## src/rtl/layer_apb_sched_if.sv

```systemverilog
// Command, status and shared APB signals of the layer scheduler.
// master = scheduler side, slave = host/layer-unit side.
interface layer_apb_sched_if;
  logic        cmd_valid;
  logic        cmd_ready;
  logic [47:0] cmd_data;
  logic        clear_err;
  logic        busy;
  logic        done;
  logic        err;
  logic [1:0]  err_code;
  logic [31:0] paddr;
  logic        pwrite;
  logic [31:0] pwdata;
  logic        penable;
  logic        psel_fc;
  logic        psel_conv;
  logic        psel_pool;
  logic [31:0] prdata_fc;
  logic [31:0] prdata_conv;
  logic [31:0] prdata_pool;
  logic        pready_fc;
  logic        pready_conv;
  logic        pready_pool;
  logic        pslverr_fc;
  logic        pslverr_conv;
  logic        pslverr_pool;

  modport master (
    input  cmd_valid, cmd_data, clear_err,
    input  prdata_fc, prdata_conv, prdata_pool,
    input  pready_fc, pready_conv, pready_pool,
    input  pslverr_fc, pslverr_conv, pslverr_pool,
    output cmd_ready, busy, done, err, err_code,
    output paddr, pwrite, pwdata, penable, psel_fc, psel_conv, psel_pool
  );

  modport slave (
    output cmd_valid, cmd_data, clear_err,
    output prdata_fc, prdata_conv, prdata_pool,
    output pready_fc, pready_conv, pready_pool,
    output pslverr_fc, pslverr_conv, pslverr_pool,
    input  cmd_ready, busy, done, err, err_code,
    input  paddr, pwrite, pwdata, penable, psel_fc, psel_conv, psel_pool
  );
endinterface

```

## src/rtl/layer_apb_sched.sv

```systemverilog
// Command-driven APB master sequencing register writes and status polls
// to the FC, Conv and Pool layer units over one shared APB bus.
//
// state     | meaning
// IDLE      | accepting commands (ready one cycle after arrival)
// SETUP     | APB setup phase, PSEL of latched unit high
// ACCESS    | APB access phase, waiting for PREADY
// POLL_WAIT | gap between status reads of a POLL
// ERROR     | halted until CLEAR_ERR
module layer_apb_sched #(
  parameter int unsigned POLL_GAP     = 4,
  parameter int unsigned POLL_TIMEOUT = 65535
) (
  input logic               i_clk,
  input logic               i_resetn,
  layer_apb_sched_if.master bus
);
  localparam logic [1:0] OP_WRITE  = 2'd0;
  localparam logic [1:0] OP_POLL   = 2'd1;
  localparam logic [1:0] OP_END    = 2'd2;
  localparam logic [1:0] OP_RSVD   = 2'd3;
  localparam logic [1:0] U_FC      = 2'd0;
  localparam logic [1:0] U_CONV    = 2'd1;
  localparam logic [1:0] U_POOL    = 2'd2;
  localparam logic [1:0] U_RSVD    = 2'd3;
  localparam logic [1:0] E_SLVERR  = 2'd1;
  localparam logic [1:0] E_TIMEOUT = 2'd2;
  localparam logic [1:0] E_ILLEGAL = 2'd3;
  localparam logic [15:0] GAP_LAST  = 16'(POLL_GAP - 1);
  localparam logic [16:0] TMO_LIMIT = 17'(POLL_TIMEOUT);

  typedef enum logic [2:0] {
    S_IDLE, S_SETUP, S_ACCESS, S_POLL_WAIT, S_ERROR
  } state_t;

  state_t      r_state;
  logic [1:0]  r_op;
  logic [1:0]  r_unit;
  logic [31:0] r_mask;
  logic [15:0] r_tmo;
  logic [15:0] r_gap;
  logic        r_cmd_ready;
  logic        r_busy;
  logic        r_done;
  logic        r_err;
  logic [1:0]  r_err_code;
  logic [31:0] r_paddr;
  logic [31:0] r_pwdata;
  logic        r_pwrite;
  logic        r_penable;
  logic        r_psel_fc;
  logic        r_psel_conv;
  logic        r_psel_pool;

  logic [1:0]  w_op;
  logic [1:0]  w_unit;
  logic        w_accept;
  logic [31:0] w_prdata;
  logic        w_pready;
  logic        w_pslverr;
  logic        w_in_xfer;
  logic [16:0] w_tmo_next;
  logic        w_tmo_hit;
  logic        w_poll_hit;

  assign w_op     = bus.cmd_data[47:46];
  assign w_unit   = bus.cmd_data[45:44];
  assign w_accept = bus.cmd_valid & r_cmd_ready;

  // Only the latched unit's response is observed.
  always_comb begin
    w_prdata  = '0;
    w_pready  = 1'b0;
    w_pslverr = 1'b0;
    case (r_unit)
      U_FC:   begin w_prdata = bus.prdata_fc;   w_pready = bus.pready_fc;   w_pslverr = bus.pslverr_fc;   end
      U_CONV: begin w_prdata = bus.prdata_conv; w_pready = bus.pready_conv; w_pslverr = bus.pslverr_conv; end
      U_POOL: begin w_prdata = bus.prdata_pool; w_pready = bus.pready_pool; w_pslverr = bus.pslverr_pool; end
      default: ;
    endcase
  end

  assign w_in_xfer  = (r_state == S_SETUP) || (r_state == S_ACCESS) || (r_state == S_POLL_WAIT);
  assign w_tmo_next = {1'b0, r_tmo} + 17'd1;
  assign w_tmo_hit  = w_in_xfer && (r_op == OP_POLL) && (w_tmo_next == TMO_LIMIT);
  assign w_poll_hit = |(w_prdata & r_mask);

  always_ff @(posedge i_clk) begin
    if (!i_resetn) begin
      r_state     <= S_IDLE;
      r_op        <= '0;
      r_unit      <= '0;
      r_mask      <= '0;
      r_tmo       <= '0;
      r_gap       <= '0;
      r_cmd_ready <= 1'b0;
      r_busy      <= 1'b0;
      r_done      <= 1'b0;
      r_err       <= 1'b0;
      r_err_code  <= '0;
      r_paddr     <= '0;
      r_pwdata    <= '0;
      r_pwrite    <= 1'b0;
      r_penable   <= 1'b0;
      r_psel_fc   <= 1'b0;
      r_psel_conv <= 1'b0;
      r_psel_pool <= 1'b0;
    end else begin
      r_done <= 1'b0;
      if (w_in_xfer && (r_op == OP_POLL)) r_tmo <= w_tmo_next[15:0];
      // Timeout wins over a PREADY arriving in the same cycle.
      if (w_tmo_hit) begin
        r_state     <= S_ERROR;
        r_err       <= 1'b1;
        r_err_code  <= E_TIMEOUT;
        r_penable   <= 1'b0;
        r_psel_fc   <= 1'b0;
        r_psel_conv <= 1'b0;
        r_psel_pool <= 1'b0;
      end else begin
        case (r_state)
          S_IDLE: begin
            r_cmd_ready <= 1'b1;
            r_busy      <= 1'b0;
            if (w_accept) begin
              if (w_op == OP_END) begin
                r_done <= 1'b1;
              end else if ((w_op == OP_RSVD) || (w_unit == U_RSVD)) begin
                r_state     <= S_ERROR;
                r_err       <= 1'b1;
                r_err_code  <= E_ILLEGAL;
                r_busy      <= 1'b1;
                r_cmd_ready <= 1'b0;
              end else begin
                r_state     <= S_SETUP;
                r_op        <= w_op;
                r_unit      <= w_unit;
                r_mask      <= bus.cmd_data[31:0];
                r_tmo       <= '0;
                r_busy      <= 1'b1;
                r_cmd_ready <= 1'b0;
                r_paddr     <= {20'b0, bus.cmd_data[43:32]};
                r_pwrite    <= (w_op == OP_WRITE);
                r_pwdata    <= (w_op == OP_WRITE) ? bus.cmd_data[31:0] : 32'd0;
                r_penable   <= 1'b0;
                r_psel_fc   <= (w_unit == U_FC);
                r_psel_conv <= (w_unit == U_CONV);
                r_psel_pool <= (w_unit == U_POOL);
              end
            end
          end
          S_SETUP: begin
            r_state   <= S_ACCESS;
            r_penable <= 1'b1;
          end
          S_ACCESS: begin
            if (w_pready) begin
              r_penable   <= 1'b0;
              r_psel_fc   <= 1'b0;
              r_psel_conv <= 1'b0;
              r_psel_pool <= 1'b0;
              if (w_pslverr) begin
                r_state    <= S_ERROR;
                r_err      <= 1'b1;
                r_err_code <= E_SLVERR;
              end else if ((r_op == OP_WRITE) || w_poll_hit) begin
                r_state <= S_IDLE;
              end else begin
                r_state <= S_POLL_WAIT;
                r_gap   <= '0;
              end
            end
          end
          S_POLL_WAIT: begin
            if (r_gap == GAP_LAST) begin
              r_state     <= S_SETUP;
              r_psel_fc   <= (r_unit == U_FC);
              r_psel_conv <= (r_unit == U_CONV);
              r_psel_pool <= (r_unit == U_POOL);
            end else begin
              r_gap <= r_gap + 16'd1;
            end
          end
          S_ERROR: begin
            if (bus.clear_err) begin
              r_state    <= S_IDLE;
              r_err      <= 1'b0;
              r_err_code <= '0;
            end
          end
          default: r_state <= S_IDLE;
        endcase
      end
    end
  end

  assign bus.cmd_ready = r_cmd_ready;
  assign bus.busy      = r_busy;
  assign bus.done      = r_done;
  assign bus.err       = r_err;
  assign bus.err_code  = r_err_code;
  assign bus.paddr     = r_paddr;
  assign bus.pwrite    = r_pwrite;
  assign bus.pwdata    = r_pwdata;
  assign bus.penable   = r_penable;
  assign bus.psel_fc   = r_psel_fc;
  assign bus.psel_conv = r_psel_conv;
  assign bus.psel_pool = r_psel_pool;
endmodule

```

## src/flat_wrapper.sv

```systemverilog
// flat-port wrapper written by rule: the top's interface ports become plain ports
module layer_apb_sched_flat 
#(
  parameter int unsigned POLL_GAP     = 4,
  parameter int unsigned POLL_TIMEOUT = 65535
)
  (i_clk, i_resetn, bus_cmd_valid, bus_cmd_data, bus_clear_err, bus_prdata_fc, bus_prdata_conv, bus_prdata_pool, bus_pready_fc, bus_pready_conv, bus_pready_pool, bus_pslverr_fc, bus_pslverr_conv, bus_pslverr_pool, bus_cmd_ready, bus_busy, bus_done, bus_err, bus_err_code, bus_paddr, bus_pwrite, bus_pwdata, bus_penable, bus_psel_fc, bus_psel_conv, bus_psel_pool);
  layer_apb_sched_if bus_i ();
  input logic i_clk;
  input logic i_resetn;
  input wire logic [$bits(bus_i.cmd_valid)-1:0] bus_cmd_valid;
  input wire logic [$bits(bus_i.cmd_data)-1:0] bus_cmd_data;
  input wire logic [$bits(bus_i.clear_err)-1:0] bus_clear_err;
  input wire logic [$bits(bus_i.prdata_fc)-1:0] bus_prdata_fc;
  input wire logic [$bits(bus_i.prdata_conv)-1:0] bus_prdata_conv;
  input wire logic [$bits(bus_i.prdata_pool)-1:0] bus_prdata_pool;
  input wire logic [$bits(bus_i.pready_fc)-1:0] bus_pready_fc;
  input wire logic [$bits(bus_i.pready_conv)-1:0] bus_pready_conv;
  input wire logic [$bits(bus_i.pready_pool)-1:0] bus_pready_pool;
  input wire logic [$bits(bus_i.pslverr_fc)-1:0] bus_pslverr_fc;
  input wire logic [$bits(bus_i.pslverr_conv)-1:0] bus_pslverr_conv;
  input wire logic [$bits(bus_i.pslverr_pool)-1:0] bus_pslverr_pool;
  output wire logic [$bits(bus_i.cmd_ready)-1:0] bus_cmd_ready;
  output wire logic [$bits(bus_i.busy)-1:0] bus_busy;
  output wire logic [$bits(bus_i.done)-1:0] bus_done;
  output wire logic [$bits(bus_i.err)-1:0] bus_err;
  output wire logic [$bits(bus_i.err_code)-1:0] bus_err_code;
  output wire logic [$bits(bus_i.paddr)-1:0] bus_paddr;
  output wire logic [$bits(bus_i.pwrite)-1:0] bus_pwrite;
  output wire logic [$bits(bus_i.pwdata)-1:0] bus_pwdata;
  output wire logic [$bits(bus_i.penable)-1:0] bus_penable;
  output wire logic [$bits(bus_i.psel_fc)-1:0] bus_psel_fc;
  output wire logic [$bits(bus_i.psel_conv)-1:0] bus_psel_conv;
  output wire logic [$bits(bus_i.psel_pool)-1:0] bus_psel_pool;
  assign bus_i.cmd_valid = bus_cmd_valid;
  assign bus_i.cmd_data = bus_cmd_data;
  assign bus_i.clear_err = bus_clear_err;
  assign bus_i.prdata_fc = bus_prdata_fc;
  assign bus_i.prdata_conv = bus_prdata_conv;
  assign bus_i.prdata_pool = bus_prdata_pool;
  assign bus_i.pready_fc = bus_pready_fc;
  assign bus_i.pready_conv = bus_pready_conv;
  assign bus_i.pready_pool = bus_pready_pool;
  assign bus_i.pslverr_fc = bus_pslverr_fc;
  assign bus_i.pslverr_conv = bus_pslverr_conv;
  assign bus_i.pslverr_pool = bus_pslverr_pool;
  assign bus_cmd_ready = bus_i.cmd_ready;
  assign bus_busy = bus_i.busy;
  assign bus_done = bus_i.done;
  assign bus_err = bus_i.err;
  assign bus_err_code = bus_i.err_code;
  assign bus_paddr = bus_i.paddr;
  assign bus_pwrite = bus_i.pwrite;
  assign bus_pwdata = bus_i.pwdata;
  assign bus_penable = bus_i.penable;
  assign bus_psel_fc = bus_i.psel_fc;
  assign bus_psel_conv = bus_i.psel_conv;
  assign bus_psel_pool = bus_i.psel_pool;
  layer_apb_sched #(.POLL_GAP(POLL_GAP), .POLL_TIMEOUT(POLL_TIMEOUT)) u_core (.i_clk(i_clk), .i_resetn(i_resetn), .bus(bus_i));
endmodule
```

## config.mk

```make
export PLATFORM = sky130hd
export DESIGN_NAME = layer_apb_sched_flat
export DESIGN_NICKNAME = d
export VERILOG_FILES = /design/src/rtl/layer_apb_sched_if.sv /design/src/rtl/layer_apb_sched.sv /design/src/flat_wrapper.sv
export SDC_FILE = /design/constraint.sdc
export NUM_CORES = 1
export LEC_CHECK = 0
export BUFFER_PORTS_ARGS = -buffer_cell sky130_fd_sc_hd__buf_2
export CAP_MARGIN = 20
export CORE_MARGIN = 8
export CORE_UTILIZATION = 25
export DETAILED_ROUTE_END_ITERATION = 12
export HOLD_SLACK_MARGIN = 0.15
export PLACE_DENSITY = 0.47
export SYNTH_ARGS = -nofsm -noshare
export SYNTH_HDL_FRONTEND = slang
export SYNTH_SLANG_ARGS = --single-unit
```

## constraint.sdc

```tcl
create_clock -name i_clk -period 4.85 [get_ports i_clk]
set_input_delay 0 -clock i_clk [delete_from_list [all_inputs] [get_ports i_clk]]
set_output_delay 0 -clock i_clk [all_outputs]
set_load 0.1 [all_outputs]
```

[Word-level counts from Yosys, hierarchy flattened]
Cells that the tools add are included.
Operators by class
  $add $sub $neg: 2
  equal/unequal tests: 32
  mux-type cells: 65
  bitwise logic cells: 8
  reductions and logical operators: 28
Operators with widths (number)
  $mux 16: 10
  $pmux 32 s3: 1
  $and 32x32->32: 1
  $mux 32: 1
  $pmux 16 s2: 1
  $reduce_or 32->1: 1
  $mux 1: 27
  $mux 3: 8
  $pmux 1 s3: 7
  $reduce_and 5->1: 4
  $add 16x1->17 const B: 1
  $eq 17x16->1 const B: 1
  $add 16x1->16 const B: 1
  $eq 16x2->1 const B: 1
  $mux 2: 8
  $pmux 3 s5: 1
  $ne 2x2->1 const B: 7
  $reduce_and 7->1: 2
  $ne 3x1->1 const B: 4
  $reduce_and 6->1: 2
  $eq 2x2->1 const B: 5
  $ne 3x2->1 const B: 3
  $reduce_bool 3->1: 3
  $logic_not 2->1: 4
  other kinds (16): 31
Storage, ports and cells
  flip-flop bits (word level): 126
  input bits: 154
  output and inout bits: 75
  word-level logic and storage cells: 155

[Longest topological paths before layout]
  depth after elaboration: 10
  gate-level depth with buffers: 11
  depth with buffers taken out: 9

[Least setup slack after synthesis]
Ideal clock, no wire load.
  path type: flip-flop to flip-flop
  start: reg u_core.r_cmd_ready (netlist: u_core.bus.cmd_ready)
  end: reg u_core.r_tmo[10]
  setup time: 128 ps
  arrival time: 2355 ps
  data required time: 4722 ps
  path slack: 2368 ps
  cell stages (with the launch flop): 7
  path buffers: 2
  period minus slack after synthesis: 2482 ps
  cells stage by stage: dfxtp_1 nand3_1 or3b_2 clkbuf_1 nand2_1 clkbuf_1 nor2_1
Between the ends
  word-level cells in the longest chain between the ends: 4
Ends and longest elaborated chain
  from (decl): RTL line layer_apb_sched.sv:42  | logic r_cmd_ready;
  from (signal assigned): RTL line layer_apb_sched.sv:96  | r_cmd_ready <= 1'b0;
  from (signal assigned): RTL line layer_apb_sched.sv:123  | r_cmd_ready <= 1'b1;
  from (signal assigned): RTL line layer_apb_sched.sv:133  | r_cmd_ready <= 1'b0;
  $and 1x1->1: RTL line layer_apb_sched.sv:68  | assign w_accept = bus.cmd_valid & r_cmd_ready;
  $mux 16: RTL line layer_apb_sched.sv:125  | if (w_accept) begin
  $mux 16: RTL line layer_apb_sched.sv:121  | case (r_state)
  $mux 16: RTL line layer_apb_sched.sv:112  | if (w_tmo_hit) begin
  to (signal assigned): RTL line layer_apb_sched.sv:110  | if (w_in_xfer && (r_op == OP_POLL)) r_tmo <= w_tmo_next[15:0];
  to (decl): RTL line layer_apb_sched.sv:40  | logic [15:0] r_tmo;
No other way between the ends.
A chain may end at the register's enable or synchronous reset.

[Worst setup path after layout]
  start: reg u_core.r_unit[1]
  end: reg u_core.r_gap[9]
Between the ends
  word-level cells in the longest chain between the ends: 7
  elaborated cells between the ends (all ways): 13
  those cells by class: eq/ne (5); mux (3); bitwise (1); reduce/logical (4)
Ends and longest elaborated chain
  from (decl): RTL line layer_apb_sched.sv:38  | logic [1:0] r_unit;
  from (signal assigned): RTL line layer_apb_sched.sv:137  | r_unit <= w_unit;
  $eq 2x2->1, or another cell as far along: RTL line layer_apb_sched.sv:75  | case (r_unit)
  $pmux 32 s3: RTL line layer_apb_sched.sv:75
  $and 32x32->32: RTL line layer_apb_sched.sv:86  | assign w_poll_hit = |(w_prdata & r_mask);
  $reduce_or 32->1: RTL line layer_apb_sched.sv:86
  $logic_or 1x1->1: RTL line layer_apb_sched.sv:166  | end else if ((r_op == OP_WRITE) || w_poll_hit) begin
  $ne 2x2->1 (no line)
  $reduce_and 6->1 (no line) *
  to (signal assigned): RTL line layer_apb_sched.sv:181  | r_gap <= r_gap + 16'd1;
  to (decl): RTL line layer_apb_sched.sv:41  | logic [15:0] r_gap;
Mark *: on every way between the ends. The rest lies on a longest branch, timed or not.

==> impl_results.md <==
* Synth cell types at 66
* Die extent in y at 180.0 microns
* Leak pwr at 3.385 nW
* Top-count cell post-synth: nand2_1
* CTS Buffer Depth at 2
* Worst skew pair latency at 0.42 ns
* Final Setup Violations at 0
* Worst path max stage delay at 0.77 ns
* Top cell type's share of synthesized area at 37.51%
* Site Rows at 60
* FFs w/ async S/R, synth at 0%
* Initial Util at 25.23%
* Cell Chain, Critical Path: buf_12 -> mux2i_1 -> o21ai_0 -> a22oi_1 -> nand4_1 -> or4_1 -> a22oi_4 -> o221ai_1
* DRT iter0 DRCs at 382
* Pin count of the biggest net entering global routing at 81
* YS warnings at 0
* Footprint of the multi-input gates at 3801 sq um
* Crit path DAT at 3.54 ns
* Status: completed
* Pre-antenna DRT Iters at 6
* Vias at 6,686
* Tot GR Track Use at 14.98%
* Min-Delay Path Depth at 2
* Synth cell count leaders: 156 x nand2_1, 126 x dfxtp_1, 83 x a21boi_0, 51 x nand3_1, 40 x clkbuf_1
* Global-route wire length before repair at 38.86 mm
* CTS buffer count at 17
* Syn Area/Cell at 8.103 sq um
* Post-CTS repair timing setup buffer count at 0
* Slowest cell on crit path: dfxtp_2
* Clock transition at path regs at 0.07 ns
* Layout cell share with drive strength beyond 1 at 24.81%
* Port Buffer Count at 208
* CTS root buffer: clkbuf_16
* Clock skew at 0.01279 ns
* Post-Synthesis Cells at 830
* Dpl hpwl at 18.06 mm
* MaxCap Viol Count at 0
* DRC violations left at 0
* GRT overflow at 0
* Die W at 180.0 microns
* Required time worst endpoint at 5.14 ns
* CP Class: flip-flop to flip-flop
* Synth area leaders: dfxtp_1 38%, a21boi_0 9.3%, nand2_1 8.7%, mux2i_1 5.5%, nand3b_1 4.4%
* Setup Total Neg Slack at 0 ns
* Max Transition Viols Final at 0
* Final period utilization at 66.96%
* Fin crit period at 3.248 ns
* Max FO, Critical Path at 43
* Cell count of the worst reg-to-reg path at 8
* Top Ports at 229
* Gpl congestion at 0.8142
* Clock sink count at 126
* Vias in the first global route at 6,790
* Vias/cell at 4.735
* Number of fill cells at 2,882
* TritonCTS clock tree: yes
* FF+latch area at 2525 sq um
* Die ar. at 32,410 sq um
* Hold Vio Cnt, Final at 0
* Ys flop type: dfxtp_1
* CP Capture Type: flip-flop
* Power density over the cells at 320.9 nW/um^2
* Post-synth EDFFs at 0
* Dominant cell type by area after synthesis: dfxtp_1
* Actual slew at the worst max-slew pin at 0.9304 ns
* Mapped cell area at 6725 sq um
* Hold Buf Count CTS at 51
* DR WL/cell at 17.47 microns
* Total power at 0.002889 W
* RSZ-0062 raised after global routing: no
* Initial antenna violation count at 3
* Max frequency at 307.9 MHz
* Post-cts resize count at 0
* Sequential share of the synthesized area at 37.51%
* Core area at 26,650 sq um
* Final nets at 1,212
* Hold Path Class: input pin to flip-flop
* Area Growth Syn to Fin at 33.88%
* Number of synthesized register bits at 126
* Layout Utilization at 33.78%
* DRT antenna net count at 0
* Maximum vdd drop at 0.1790 mV
* Htree depth at 4
* Total Wirelength at 24.67 mm
* Slew HR at 37.97%
* CP startpoint kind: flip-flop
-- critical path: cells and delay by family (launching register included) --
family / cells / cell delay, ns
compound gates: 4 / 0.91
buf+inv: 1 / 0.31
flops: 1 / 0.77
mux: 1 / 0.20
simple gates: 2 / 0.89
-- logic make-up after synthesis --
group                    after synthesis  share of synthesized area [%]
buffers and inverters                 93                          7.181
AO/OA/AOI/OAI                        196                          20.58
other                                  1                        0.05576
XOR/XNOR                              15                          1.954
AND/OR/NAND/NOR                      359                          26.66
multiplexers                          37                          5.507
flip-flops                           126                          37.51
adder cells (fa/ha/maj)                3                         0.5582
-- per-layer routing --
| layer | vias up | share of wire, % | GRT usage, % |
|---|---|---|---|
| met3 | 13 | 5.7 | 3.770 |
| li1 | 3344 | - | - |
| met1 | 3166 | 47 | 19.96 |
| met4 | 0 | 1.2 | 4.233 |
| met2 | 163 | 46 | 23.61 |
| met5 | - | 0 | 0 |
-- final cells by class --
cell class	count	share of cell area, %
inverter	14	0.5837
sequential	126	28.04
tap	341	4.739
clock inverter	15	1.654
timing repair buffer	266	17.95
antenna	3	0.08338
clock buffer	17	4.725
multi-input combinational	630	42.22
-- flip-flops by register name (all words and copies together), names as in the netlist --
signal                cells
u_core.bus.pwrite         1
u_core.bus.cmd_ready      1
u_core.bus.done           1
u_core.bus.paddr         12
u_core.r_mask            32
u_core.bus.pwdata        32
u_core.r_gap             16
u_core.bus.psel_conv      1
u_core.bus.psel_pool      1
u_core.r_op               2
u_core.bus.psel_fc        1
u_core.r_unit             2
u_core.bus.busy           1
u_core.bus.err            1
u_core.r_tmo             16
u_core.bus.penable        1
u_core.bus.err_code       2
u_core.r_state            3
-- where the power goes --
group / switching, W / internal, W / total, W
clock: 0.000544 / 0.000720 / 0.00126
sequential: 0.0000345 / 0.00107 / 0.00110
combinational: 0.000366 / 0.000159 / 0.000525
total: 0.000944 / 0.00195 / 0.00289
-- layout by cell type, fill, tap and decap left out, drive strengths merged, types with 4 or more instances in the layout --
master	instances
o211ai	7
or3	8
nor3	10
a21boi	83
nand3	52
mux2i	37
inv	22
and3	4
xor2	12
buf	215
o32ai	5
nor2	40
clkinvlp	5
a31oi	4
nand3b	39
nand2b	6
a211oi	5
nor2b	4
conb	20
nand2	157
a21oi	10
o21ai	43
dlygate4sd3	51
a22oi	18
clkbuf	17
and2	6
nand4	16
dfxtp	126
-- through the flow --
step           hold WS (ns)  setup slack [ns]  std cells  cell area (sq um)
2_1_floorplan        0.1449             2.368        849               6797
3_3_place_gp         0.2516             1.689       1326               7911
3_5_place_dp         0.2599             1.622       1326               7911
4_1_cts              0.1658             1.614       1409               8996
5_1_grt              0.1653             1.462       1412               9004
6_report             0.1434             1.602       1412               9004
-- worst paths after layout --
check             slack, ns                    end                  start
setup / recovery       1.60        u_core.r_gap[9]       u_core.r_unit[1]
hold reg to reg        0.46  u_core.bus.pwdata[10]  u_core.bus.pwdata[10]
setup reg to reg       1.60        u_core.r_gap[9]       u_core.r_unit[1]
hold / removal         0.14    u_core.bus.paddr[9]               i_resetn
Power figures use the tool's default switching activity.
